===== config.mk =====
export PLATFORM = sky130hd
export DESIGN_NAME = max_pool_window_gen
export DESIGN_NICKNAME = d
export VERILOG_FILES = /design/src/rtl/max_pool_window_gen.sv
export SDC_FILE = /design/constraint.sdc
export NUM_CORES = 1
export LEC_CHECK = 0
export CAP_MARGIN = 20
export CELL_PAD_IN_SITES_DETAIL_PLACEMENT = 1
export CELL_PAD_IN_SITES_GLOBAL_PLACEMENT = 1
export CORE_MARGIN = 8
export CORE_UTILIZATION = 45
export CTS_CLUSTER_SIZE = 20
export DETAILED_ROUTE_END_ITERATION = 7
export DONT_BUFFER_PORTS = 1
export HOLD_SLACK_MARGIN = 0.03
export PLACE_DENSITY = 0.69
export SLEW_MARGIN = 10
export SYNTH_ARGS = -nofsm -noshare
export SYNTH_HDL_FRONTEND = slang
export SYNTH_SLANG_ARGS = --single-unit
export TNS_END_PERCENT = 10

===== constraint.sdc =====
create_clock -name clk -period 4.2 [get_ports clk]
set_input_delay 1.26 -clock clk [delete_from_list [all_inputs] [get_ports clk]]
set_output_delay 1.26 -clock clk [all_outputs]
set_load 0.05 [all_outputs]

===== src/rtl/max_pool_window_gen.sv =====
// Raster-stream to WIN_SIZE x WIN_SIZE window generator for the max-pooling core.
// Optional feature: define MAX_POOL_WIN_SOF_EN to let din_sof re-anchor the frame at (0,0).
module max_pool_window_gen #(
    parameter int DATA_WIDTH = 8,
    parameter int WIN_SIZE   = 3,
    parameter int STRIDE     = WIN_SIZE,
    parameter int IMG_WIDTH  = 32,
    parameter int IMG_HEIGHT = 32
) (
    input  logic                                                 clk,
    input  logic                                                 reset,
    input  logic                                                 din_vld,
    input  logic signed [DATA_WIDTH-1:0]                         din,
    input  logic                                                 din_sof,
    output logic                                                 win_vld,
    output logic signed [WIN_SIZE-1:0][WIN_SIZE-1:0][DATA_WIDTH-1:0] win,
    output logic                                                 frame_done
);

    localparam int X_W  = $clog2(IMG_WIDTH);
    localparam int Y_W  = $clog2(IMG_HEIGHT);
    localparam int PH_W = $clog2(WIN_SIZE);

    localparam logic [X_W-1:0]  X_LAST  = X_W'(IMG_WIDTH - 1);
    localparam logic [Y_W-1:0]  Y_LAST  = Y_W'(IMG_HEIGHT - 1);
    localparam logic [PH_W-1:0] PH_INIT = PH_W'(WIN_SIZE - 1);
    localparam logic [PH_W-1:0] PH_STEP = PH_W'(STRIDE - 1);

    logic [X_W-1:0]  r_x,   w_x;
    logic [Y_W-1:0]  r_y,   w_y;
    logic [PH_W-1:0] r_xph, w_xph;
    logic [PH_W-1:0] r_yph, w_yph;

    logic                                                 r_win_vld;
    logic                                                 r_frame_done;
    logic signed [WIN_SIZE-1:0][WIN_SIZE-1:0][DATA_WIDTH-1:0] r_win_out;
    logic signed [WIN_SIZE-1:0][WIN_SIZE-1:0][DATA_WIDTH-1:0] r_win;
    logic signed [WIN_SIZE-1:0][WIN_SIZE-1:0][DATA_WIDTH-1:0] w_win_nxt;
    logic signed [DATA_WIDTH-1:0] r_lb [WIN_SIZE-1][IMG_WIDTH];

    logic w_row_end;
    logic w_frame_end;
    logic w_emit;

    // Phase counters reach zero exactly on the emitting columns/rows, so the
    // x/y >= WIN_SIZE-1 bound is implied by their initial value.
`ifdef MAX_POOL_WIN_SOF_EN
    logic w_sof;
    assign w_sof = din_vld & din_sof;

    always_comb begin
        w_x   = r_x;
        w_y   = r_y;
        w_xph = r_xph;
        w_yph = r_yph;
        if (w_sof) begin
            w_x   = '0;
            w_y   = '0;
            w_xph = PH_INIT;
            w_yph = PH_INIT;
        end
    end
`else
    logic w_unused_sof;
    assign w_unused_sof = din_sof;

    always_comb begin
        w_x   = r_x;
        w_y   = r_y;
        w_xph = r_xph;
        w_yph = r_yph;
    end
`endif

    assign w_row_end   = (w_x == X_LAST);
    assign w_frame_end = w_row_end && (w_y == Y_LAST);
    assign w_emit      = din_vld && (w_xph == '0) && (w_yph == '0);

    // New column enters on the right: oldest line buffer feeds the top row.
    always_comb begin
        w_win_nxt = r_win;
        for (int r = 0; r < WIN_SIZE; r++) begin
            for (int c = 0; c < WIN_SIZE - 1; c++) begin
                w_win_nxt[r][c] = r_win[r][c+1];
            end
        end
        for (int r = 0; r < WIN_SIZE - 1; r++) begin
            w_win_nxt[r][WIN_SIZE-1] = r_lb[WIN_SIZE-2-r][w_x];
        end
        w_win_nxt[WIN_SIZE-1][WIN_SIZE-1] = din;
    end

    always_ff @(posedge clk or posedge reset) begin
        if (reset) begin
            r_x          <= '0;
            r_y          <= '0;
            r_xph        <= PH_INIT;
            r_yph        <= PH_INIT;
            r_win_vld    <= 1'b0;
            r_frame_done <= 1'b0;
            r_win_out    <= '0;
        end else begin
            r_win_vld    <= w_emit;
            r_frame_done <= din_vld && w_frame_end;
            if (w_emit) begin
                r_win_out <= w_win_nxt;
            end
            if (din_vld) begin
                if (w_row_end) begin
                    r_x   <= '0;
                    r_xph <= PH_INIT;
                    if (w_y == Y_LAST) begin
                        r_y   <= '0;
                        r_yph <= PH_INIT;
                    end else begin
                        r_y   <= w_y + 1'b1;
                        r_yph <= (w_yph == '0) ? PH_STEP : w_yph - 1'b1;
                    end
                end else begin
                    r_x   <= w_x + 1'b1;
                    r_xph <= (w_xph == '0) ? PH_STEP : w_xph - 1'b1;
                end
            end
        end
    end

    // Line buffers and the shift window are never cleared; stale contents are
    // always shifted out before the emit condition can select them.
    always_ff @(posedge clk) begin
        if (din_vld) begin
            r_lb[0][w_x] <= din;
            for (int k = 1; k < WIN_SIZE - 1; k++) begin
                r_lb[k][w_x] <= r_lb[k-1][w_x];
            end
            r_win <= w_win_nxt;
        end
    end

    assign win_vld    = r_win_vld;
    assign win        = r_win_out;
    assign frame_done = r_frame_done;

endmodule


After elaboration in Yosys (flattened, before gate mapping) --
Memory sizes are Yosys's and may differ from the RTL's. Cells that the tools add are included.
Operators by class: add/sub/neg operators 4, $lt $le $gt $ge 2, equal/unequal tests 2, muxes and demuxes 16, bitwise gates (word level) 1, reduce and logical (&&, ||, !) cells 8
Operators by type and width (number):
- $mux 256 | 1
- $bmux 8 s5 | 2
- $demux 8 s5 | 1
- $mux 8 | 5
- $add 5x1->5 const B | 2
- $eq 5x5->1 const B | 2
- $mux 5 | 2
- $mux 2 | 4
- $ge 6x6->1 const B | 1
- $lt 6x1->1 const B | 1
- $not 5->6 | 1
- $logic_and 1x1->1 | 5
- $logic_not 2->1 | 2
- $sub 2x1->2 const B | 2
- $reduce_and 2->1 | 1
- $mux 1 | 1
Word-level totals: register bits after elaboration 136, RAM bits 512, output and inout bits 74, logic and storage cells 55, memories kept 1
Memories:
- r_lb | depth 2, width 256, read ports 2, clocked after memory_dff 0, wr ports 2, line 39 | logic signed [DATA_WIDTH-1:0] r_lb [WIN_SIZE-1][IMG_WIDTH];

Depth between registers and ports, before layout --
Gate-level depths: netlist of run 1.
word-level depth 6, mapped depth 8, depth with buffers taken out 7

Least setup slack after synthesis of run 1 --
OpenSTA, ideal clock, no wires.
path kind input-to-reg, from input din_vld, to memory r_lb[0][0] (netlist name), enable pin, library setup time 0.388 ns, arrival 2.340 ns, required time 3.812 ns, path slack 1.472 ns, stages on the path 3, cell sequence buf_2 > nand2_1 > nor2_1
RTL lines:
- start, declared | line 12 | input logic din_vld,
- end, declared | line 39

==> results by stage, run 1 <==
Logic synthesis:
- The count of different cell masters after synthesis is 35.
- Counting every instance in the synthesized netlist gives roughly 1400.
- The number of enable-type register cells in the synthesized netlist is 560.
- Dividing the synthesized area by the synthesized cell count gives approximately 18 µm².
- In the synthesized netlist, the cells that appear most often are sky130_fd_sc_hd__edfxtp_1, sky130_fd_sc_hd__mux2i_1, sky130_fd_sc_hd__o22ai_1, sky130_fd_sc_hd__dfrtp_1, sky130_fd_sc_hd__mux2_2.
- By instance count, the leading cell after synthesis is sky130_fd_sc_hd__edfxtp_1.
- The post-synthesis net count is 1391.
- For this run, the leading register cell type out of synthesis is sky130_fd_sc_hd__edfxtp_1.
- The number of storage elements in the synthesis netlist is 648.
- The cell area that synthesis handed to floorplanning was 0.0247 mm².
- The fraction of synthesis flops using an asynchronous set or reset pin is 13.6%.
- The synthesized design spends more area on one cell type than any other, namely sky130_fd_sc_hd__edfxtp_1.
- The total of warnings raised by yosys is 0.
- For this run, the register share of the synthesized area comes to 77.1%.
- Ranked by total cell area, the synthesized netlist is headed by sky130_fd_sc_hd__edfxtp_1, sky130_fd_sc_hd__mux2i_1, sky130_fd_sc_hd__dfrtp_1.
- The area share of the largest cell type after synthesis is 68.2%.

Setup path:
- Along the worst path, the maximum fanout reaches 27.
- Traced cell by cell, the critical path runs through nand4bb_1 -> o22ai_1 -> nor4_1 -> nand2_1 -> buf_4.
- The critical path is of the reg -> reg type.
- The type of element capturing the critical path is a register.
- The delay contributed by the slowest stage of the critical path is 0.85 ns.
- For this design, the slowest cell found on the critical path is sky130_fd_sc_hd__dfrtp_1.
- STA classifies the critical path startpoint as a register.
- STA puts the critical path data required time at ~4.6 ns.
- STA puts the critical path data arrival time at roughly 3.7 ns.

Finish:
- The area growth from synthesis to layout is 12.7%.
- The sequential cell area is about 0.019 mm².
- The fraction of final layout cells with drive strength greater than 1 is between 10% and 20%.
- The area occupied by multi-input gates is 0.00520 mm².
- The layout has 4977 filler cells.
- The total non-filler cell area in the finished layout is 0.0278 mm².
- The number of nets at the end of the flow is roughly 1500.

Timing:
- Setup repair after global routing left no endpoint under its margin.
- Setup violations remaining at the end of the flow were counted as 0.
- The final total negative setup slack is 0 ns.
- The maximum operating frequency is approximately 300 MHz.
- Measured against its own limit, the worst slew margin works out to roughly 37%.
- At the pin with the least slew margin, the transition time is 0.945 ns.
- The final max-slew violation count came to 0.
- Subtracting the final worst setup slack from the clock period gives between 3 and 4 ns.
- The worst clock skew is about 0.022 ns.
- Of the available clock period, the critical path in the final layout requires 78.7%.
- The hold violation total from the final report is 0.

Global routing:
- In the global route stage, overall resource usage came out at 18.8%.
- The via count of the first global-routing pass came to 13400.
- The first global-routing pass estimated 87400 µm of wire.
- The global-route congestion overflow total is 0.
- The number of antenna violations at the first check in global routing was 0.
- The pin count of the biggest net entering global routing is 68.

Detailed routing:
- For this run, the detailed router's first-pass iteration total came to 5.
- The remaining number of nets flagged by the antenna check after routing is 0.
- The final routed wirelength across all metal layers is 59400 µm.
- The number of design rule violations left after detail routing is 0.
- The via count normalized by instance count is between 5 and 6.
- Across all layers, the routed design uses approximately 13000 vias.
- The detailed router finished its first iteration with 1150 violations.
- The average wire per standard cell is 27.1 µm.

Placement:
- Detailed placement finished with a half-perimeter wire length of ~36000 µm.
- The placer's final routability congestion estimate is 0.784.
- In this run the cell area measured after placement is 0.0258 mm².
- The number of buffers inserted by port buffering is 0.

Pwr:
- The ratio of total power to cell area is 742 mW/mm².
- The reported leakage power is 9.89 nW.
- The worst IR drop on VDD is 0.000442 V.

Clock tree:
- The count of instances resized after the clock tree is built is 0.
- The number of buffers created by CTS is 66.
- The clock passes through at most 3 buffers.
- The clock transition at the registers of the reported paths is 0.06 ns.
- Once the clock tree was built, the setup fixing pass inserted 0 buffers.
- CTS placed an instance of sky130_fd_sc_hd__clkbuf_16 at the clock tree root.
- The TritonCTS sink count is roughly 650.
- The quantity of hold-fixing buffers added after cts is 0.
- The H-tree depth reported by CTS is 3.
- The clock latency of the later-clocked register in the worst-skew pair is 0.60 ns.
- TritonCTS built the clock tree.

Worst hold path:
- The path class of the tightest hold or removal check is reg -> reg.

Status:
- The run finished with clean final reports.

Floorplan:
- After floorplanning, the core was sized to cover around 0.055 mm².
- The floorplan step defined a die boundary enclosing approximately 0.063 mm².
- In this run the horizontal extent of the chip is 250 µm.
- The vertical die dimension is roughly 250 µm.
- Once the floorplan was initialized, standard cells occupied roughly 45% of the core.
- 86 I/O pins were placed.
- After floorplanning, the core was divided into 86 placement rows.

Run:
- Across the run, the number of max-cap violations was 0.
==> stage by stage <==
step / hold WS [ns] / power (mW) / instances / utilization, % / worst slack, ns
detailed placement: 0.431 / 15.3 / 2075 / 47.2 / 0.985
global route: 0.447 / 21.4 / 2190 / 50.9 / 0.748
global placement: 0.426 / 15.0 / 2075 / 47.2 / 1.07
CTS: 0.441 / 20.8 / 2190 / 50.9 / 0.960
finish: 0.442 / 20.6 / 2191 / 50.9 / 0.895
floorplan: 0.420 / 13.3 / 1367 / - / 0.665
==> layer usage <==
layer  wire length (µm)  track usage, %
met5                  0               0
met4               1940            6.52
met3               3640            3.65
met2              29400            31.7
met1              24400            24.2
==> worst max-delay path: cells and delay by family, from the launching register on <==
kind / cells / cell delay [ns]
buffers and inverters: 1 / 0.32
AO/OA/AOI/OAI: 1 / 0.53
AND/OR/NAND/NOR: 3 / 1.40
flip-flops: 1 / 0.85
==> final timing paths <==
check,start,endpoint,slack (ns),cells past startpoint
setup reg to reg,r_x[4],r_win[47],0.89,5
min in group asynchronous,reset,frame_done,0.74,1
hold reg to reg,r_win[23],r_win[15],0.44,0
max in group asynchronous,reset,r_xph[1],2.64,2
setup / recovery,r_x[4],r_win[47],0.89,5
hold / removal,r_win[23],r_win[15],0.44,0
==> cells by family (layout without fill, tap and decap cells) <==
kind of cell	count (synthesis)	in the layout	share of synthesized area, %
compound gates	159	159	4.23
flops	648	648	77.1
xor+xnor	1	1	0.0355
simple gates	146	146	3.13
mux	315	315	13.1
buf+inv	86	205	1.77
fa+ha+maj	12	12	0.609
other cells	0	1	0
==> layout make-up <==
type	count	share of cell area (%)
diodes	1	0.00900
clock buffers	84	6.55
clock inverters	31	0.675
inverters	10	0.144
multi-input cells	633	18.7
flip-flops and latches	648	68.4
well taps	704	3.17
repair buffers	80	2.30
==> cells in the final DEF, fill, tap and decap left out, types with 2 or more instances in the layout <==
master	synthesis	final
sky130_fd_sc_hd__a21oi_1	4	4
sky130_fd_sc_hd__a31oi_1	16	16
sky130_fd_sc_hd__and3_1	4	3
sky130_fd_sc_hd__buf_12	0	3
sky130_fd_sc_hd__buf_4	5	77
sky130_fd_sc_hd__clkbuf_1	19	9
sky130_fd_sc_hd__clkbuf_16	0	67
sky130_fd_sc_hd__clkbuf_8	0	8
sky130_fd_sc_hd__clkinv_1	0	16
sky130_fd_sc_hd__clkinv_2	0	10
sky130_fd_sc_hd__clkinv_8	0	2
sky130_fd_sc_hd__dfrtp_1	86	85
sky130_fd_sc_hd__dfstp_2	2	2
sky130_fd_sc_hd__edfxtp_1	560	560
sky130_fd_sc_hd__ha_1	12	12
sky130_fd_sc_hd__inv_1	10	9
sky130_fd_sc_hd__inv_4	0	2
sky130_fd_sc_hd__mux2_2	58	58
sky130_fd_sc_hd__mux2i_1	257	257
sky130_fd_sc_hd__nand2_1	28	28
sky130_fd_sc_hd__nand2b_1	2	2
sky130_fd_sc_hd__nand3_1	5	5
sky130_fd_sc_hd__nand3b_1	3	3
sky130_fd_sc_hd__nand4b_1	4	4
sky130_fd_sc_hd__nand4bb_1	6	6
sky130_fd_sc_hd__nor2_1	50	50
sky130_fd_sc_hd__nor3_1	2	2
sky130_fd_sc_hd__nor3b_1	2	2
sky130_fd_sc_hd__nor4_1	32	32
sky130_fd_sc_hd__o21ai_0	8	8
sky130_fd_sc_hd__o22ai_1	120	120
sky130_fd_sc_hd__o22ai_2	10	10
sky130_fd_sc_hd__or3_1	2	2
sky130_fd_sc_hd__or4b_1	4	4
==> state kept, by name (all words and copies together) (netlist names) <==
register and cells:
frame_done 1, win 72, r_win 48, r_yph 2, r_xph 2, r_lb 512
win_vld 1, r_x 5, r_y 5
==> power breakdown <==
part	internal [mW]	leakage [nW]	switching, mW
Combinational	1.41	2.71	2.94
Sequential	8.97	6.18	1.84
Clock	3.12	0.994	2.34
Total	13.5	9.89	7.11
Note: power is estimated with default switching activity, not from simulation.
==> run 2, diff against run 1 <==
==> constraint.sdc (replaced) <==
create_clock -name clk -period 3.5 [get_ports clk]
set_input_delay 1.05 -clock clk [delete_from_list [all_inputs] [get_ports clk]]
set_output_delay 1.05 -clock clk [all_outputs]
set_load 0.05 [all_outputs]
==> results by stage, run 2 (synthesis gave the netlist of run 1 again) <==
Setup path:
- The worst setup path is captured at a register.
- The startpoint identified for the worst register-to-register timing path is r_x[1].
- STA classifies the critical path startpoint as a register.
- The kind of critical path is reg -> reg.
- The worst endpoint required time is 3.77 ns (-0.84 ns).
- The length in cells of the worst reg-to-reg path is 6 (+1).
- The worst-case register-to-register setup slack is 0.33 ns (-0.57 ns).
- The arrival time at the worst endpoint came to 3.45 ns (-0.26 ns).
- In this run the critical register-to-register path is captured at r_lb[0][392].
- The maximum fanout encountered on the critical timing path is 33 (+22%).

Detailed routing:
- The final routed wirelength across all metal layers is 58800 µm (-1.1%).
- The vias after detailed routing is 12700 (-0.38%).
- The via count normalized by instance count is 5.75 (-1.3%).
- The detailed router's first-iteration violation count is 1111 (-3.4%).
- The average wire per standard cell is 26.6 µm (-2.1%).
- The number of detailed-route iterations in the first pass is 5 (unchanged).
- The number of design rule violations left after detail routing was 0 (unchanged).
- The remaining number of nets flagged by the antenna check after routing is 0 (unchanged).

Floorplan:
- The number of primary I/O pins came to 86 (unchanged).
- The horizontal die dimension is 250 µm (unchanged).
- The area of the die came to 0.0625 mm² (unchanged).
- The vertical die dimension was 250 µm (unchanged).
- The initial cell density of the core was 45.1% (unchanged).
- The total core area came to 0.0547 mm² (unchanged).
- The row count was 86 (unchanged).

Finish:
- The total inserted antenna cells is 0 (-1).
- In the layout the commonest cells are sky130_fd_sc_hd__edfxtp_1, sky130_fd_sc_hd__mux2i_1, sky130_fd_sc_hd__o22ai_1.
- The layout-stage area growth over the synthesis result is 13.6%.
- The register with the most flip-flops in the final layout is r_lb.
- The number of nets at the end of the flow came to 1483 (+1.4%).
- The flip-flop count of the largest register after layout is 512 (unchanged).
- Leaving out fill and tap cells, the most frequent cell in the layout is sky130_fd_sc_hd__edfxtp_1.
- The fraction of final layout cells with drive strength greater than 1 is 16.9% (+0.56 points).

Clock tree:
- The clock latency of the later-clocked register in the worst-skew pair is 0.59 ns (about the same).
- The number of buffers created by CTS is 66 (unchanged).
- The maximum number of buffers from clock root to sink is 3 (unchanged).
- TritonCTS built the clock tree.
- The post-CTS setup buffer count came to 0 (unchanged).
- The clock transition at the registers of the reported paths was 0.06 ns (about the same).
- The count of instances resized after the clock tree is built is 0 (unchanged).
- The quantity of hold-fixing buffers added after cts was 0 (unchanged).
- The TritonCTS sink count is 648 (unchanged).
- The H-tree depth reported by CTS is 3 (unchanged).
- The root buffer cell chosen for the clock tree is sky130_fd_sc_hd__clkbuf_16.

Global routing:
- The wire length of the first global-routing pass was 86400 µm (-1.2%).
- The pin count of the biggest net entering global routing came to 68 (unchanged).
- The total routing resource utilization after global routing is 18.4% (-0.38 points).
- The global-route congestion overflow total is 0 (unchanged).
- The number of antenna violations at the first check in global routing came to 0 (unchanged).
- The via count of the first global-routing pass is 13300 (-1.2%).

Timing:
- The final max-slew violation count came to 0 (unchanged).
- The time the final worst path needs with I/O delays and setup is 3.17 ns (-0.131 ns).
- The final total negative setup slack was 0 ns (unchanged).
- The final clock period utilization by the worst path is 90.7% (+12 points).
- The hold violation total from the final report is 0 (unchanged).
- The maximum operating frequency is 315 MHz (+4.1%).
- The number of failing setup endpoints in the final timing report was 0 (unchanged).
- The worst slew margin relative to its limit was 37.5% (+0.53 points).
- The smallest hold slack is 0.394 ns (-0.0481 ns).
- Setup repair after global routing left no endpoint under its margin.
- The worst clock skew came to 0.0240 ns (+0.00232 ns).
- The measured slew at the worst slew-check pin was 0.928 ns (-0.0166 ns).

Placement:
- The total half-perimeter wirelength after legalization and detailed placement came to 36300 µm (+1.2%).
- The number of buffers inserted by port buffering is 0 (unchanged).
- The placer's final routability congestion estimate is 0.781 (-0.41%).

Pwr:
- The worst IR drop on VDD is 0.000530 V (+20%).
- The reported leakage power is 9.99 nW (+1.0%).
- The ratio of total power to cell area was 895 mW/mm² (+21%).

Status:
- The run finished with clean final reports.

Worst hold path:
- The tightest min-delay check is of the in -> async type.

Run:
- The reported max-cap violation count is 0 (unchanged).
[run 2: cell count changes in the layout (fill, tap and decap cells not counted), moves of 3 or more]
cell                       previous run  this run
sky130_fd_sc_hd__buf_12               3         8
sky130_fd_sc_hd__buf_4               77        92
sky130_fd_sc_hd__clkbuf_1             9        24
sky130_fd_sc_hd__clkbuf_8             8         5
sky130_fd_sc_hd__clkinv_1            16        11
sky130_fd_sc_hd__clkinv_2            10         5
[run 2: critical path: stages (launching register included)]
cell	delay, ns
sky130_fd_sc_hd__dfrtp_1	0.75
sky130_fd_sc_hd__nand4bb_1	0.55
sky130_fd_sc_hd__o22ai_1	0.25
sky130_fd_sc_hd__nor4_1	0.71
sky130_fd_sc_hd__buf_4	0.25
sky130_fd_sc_hd__nand2_1	0.06
sky130_fd_sc_hd__buf_4	0.28
[run 2: cell type report]
cell class,count,area [µm²]
Fill cell,4971,26600
Sequential cell,648,19000
Multi-Input combinational cell,633,5200
Clock buffer,97,1860
Tap cell,704,881
Timing Repair Buffer,100,851
Clock inverter,20,151
Inverter,10,40.0
[run 2: power breakdown]
| group | switching, mW | internal (mW) | total (mW) |
|---|---|---|---|
| Combinational | 3.62 | 1.90 | 5.52 |
| Clock | 2.78 | 3.83 | 6.61 |
| Sequential | 2.19 | 10.8 | 12.9 |
[run 2: metrics by stage]
step,std cells,instance area [µm²],util [%],power [mW],setup WS [ns]
after CTS,2212,28000,51.2,25.3,0.359
after floorplan,1367,24700,-,16.0,0.175
final,2212,28000,51.2,25.1,0.326
after global placement,2095,26000,47.6,18.3,0.410
after global routing,2212,28000,51.2,26.0,0.212
after detailed placement,2095,26000,47.6,18.6,0.417
[run 2: how the worst max path moves through the flow]
stage / start / end / slack [ns] / cells past startpoint
floorplan: reset / frame_done / 0.17 / 1
global placement: r_x[0] / r_win[40] / 0.41 / 7
detailed placement: r_x[0] / r_win[40] / 0.42 / 7
CTS: r_x[0] / r_lb[0][392] / 0.36 / 7
global route: r_x[0] / r_lb[0][310] / 0.21 / 6
finish: r_x[1] / r_lb[0][392] / 0.33 / 6
[run 2: routing by layer]
metal  part of all wire [%]  wire [µm]  global-route usage (%)
met1                     43      25500                    24.5
met2                     49      28600                    30.4
met3                    5.6       3310                    3.81
met4                    2.3       1340                    5.29
met5                      0          0                       0
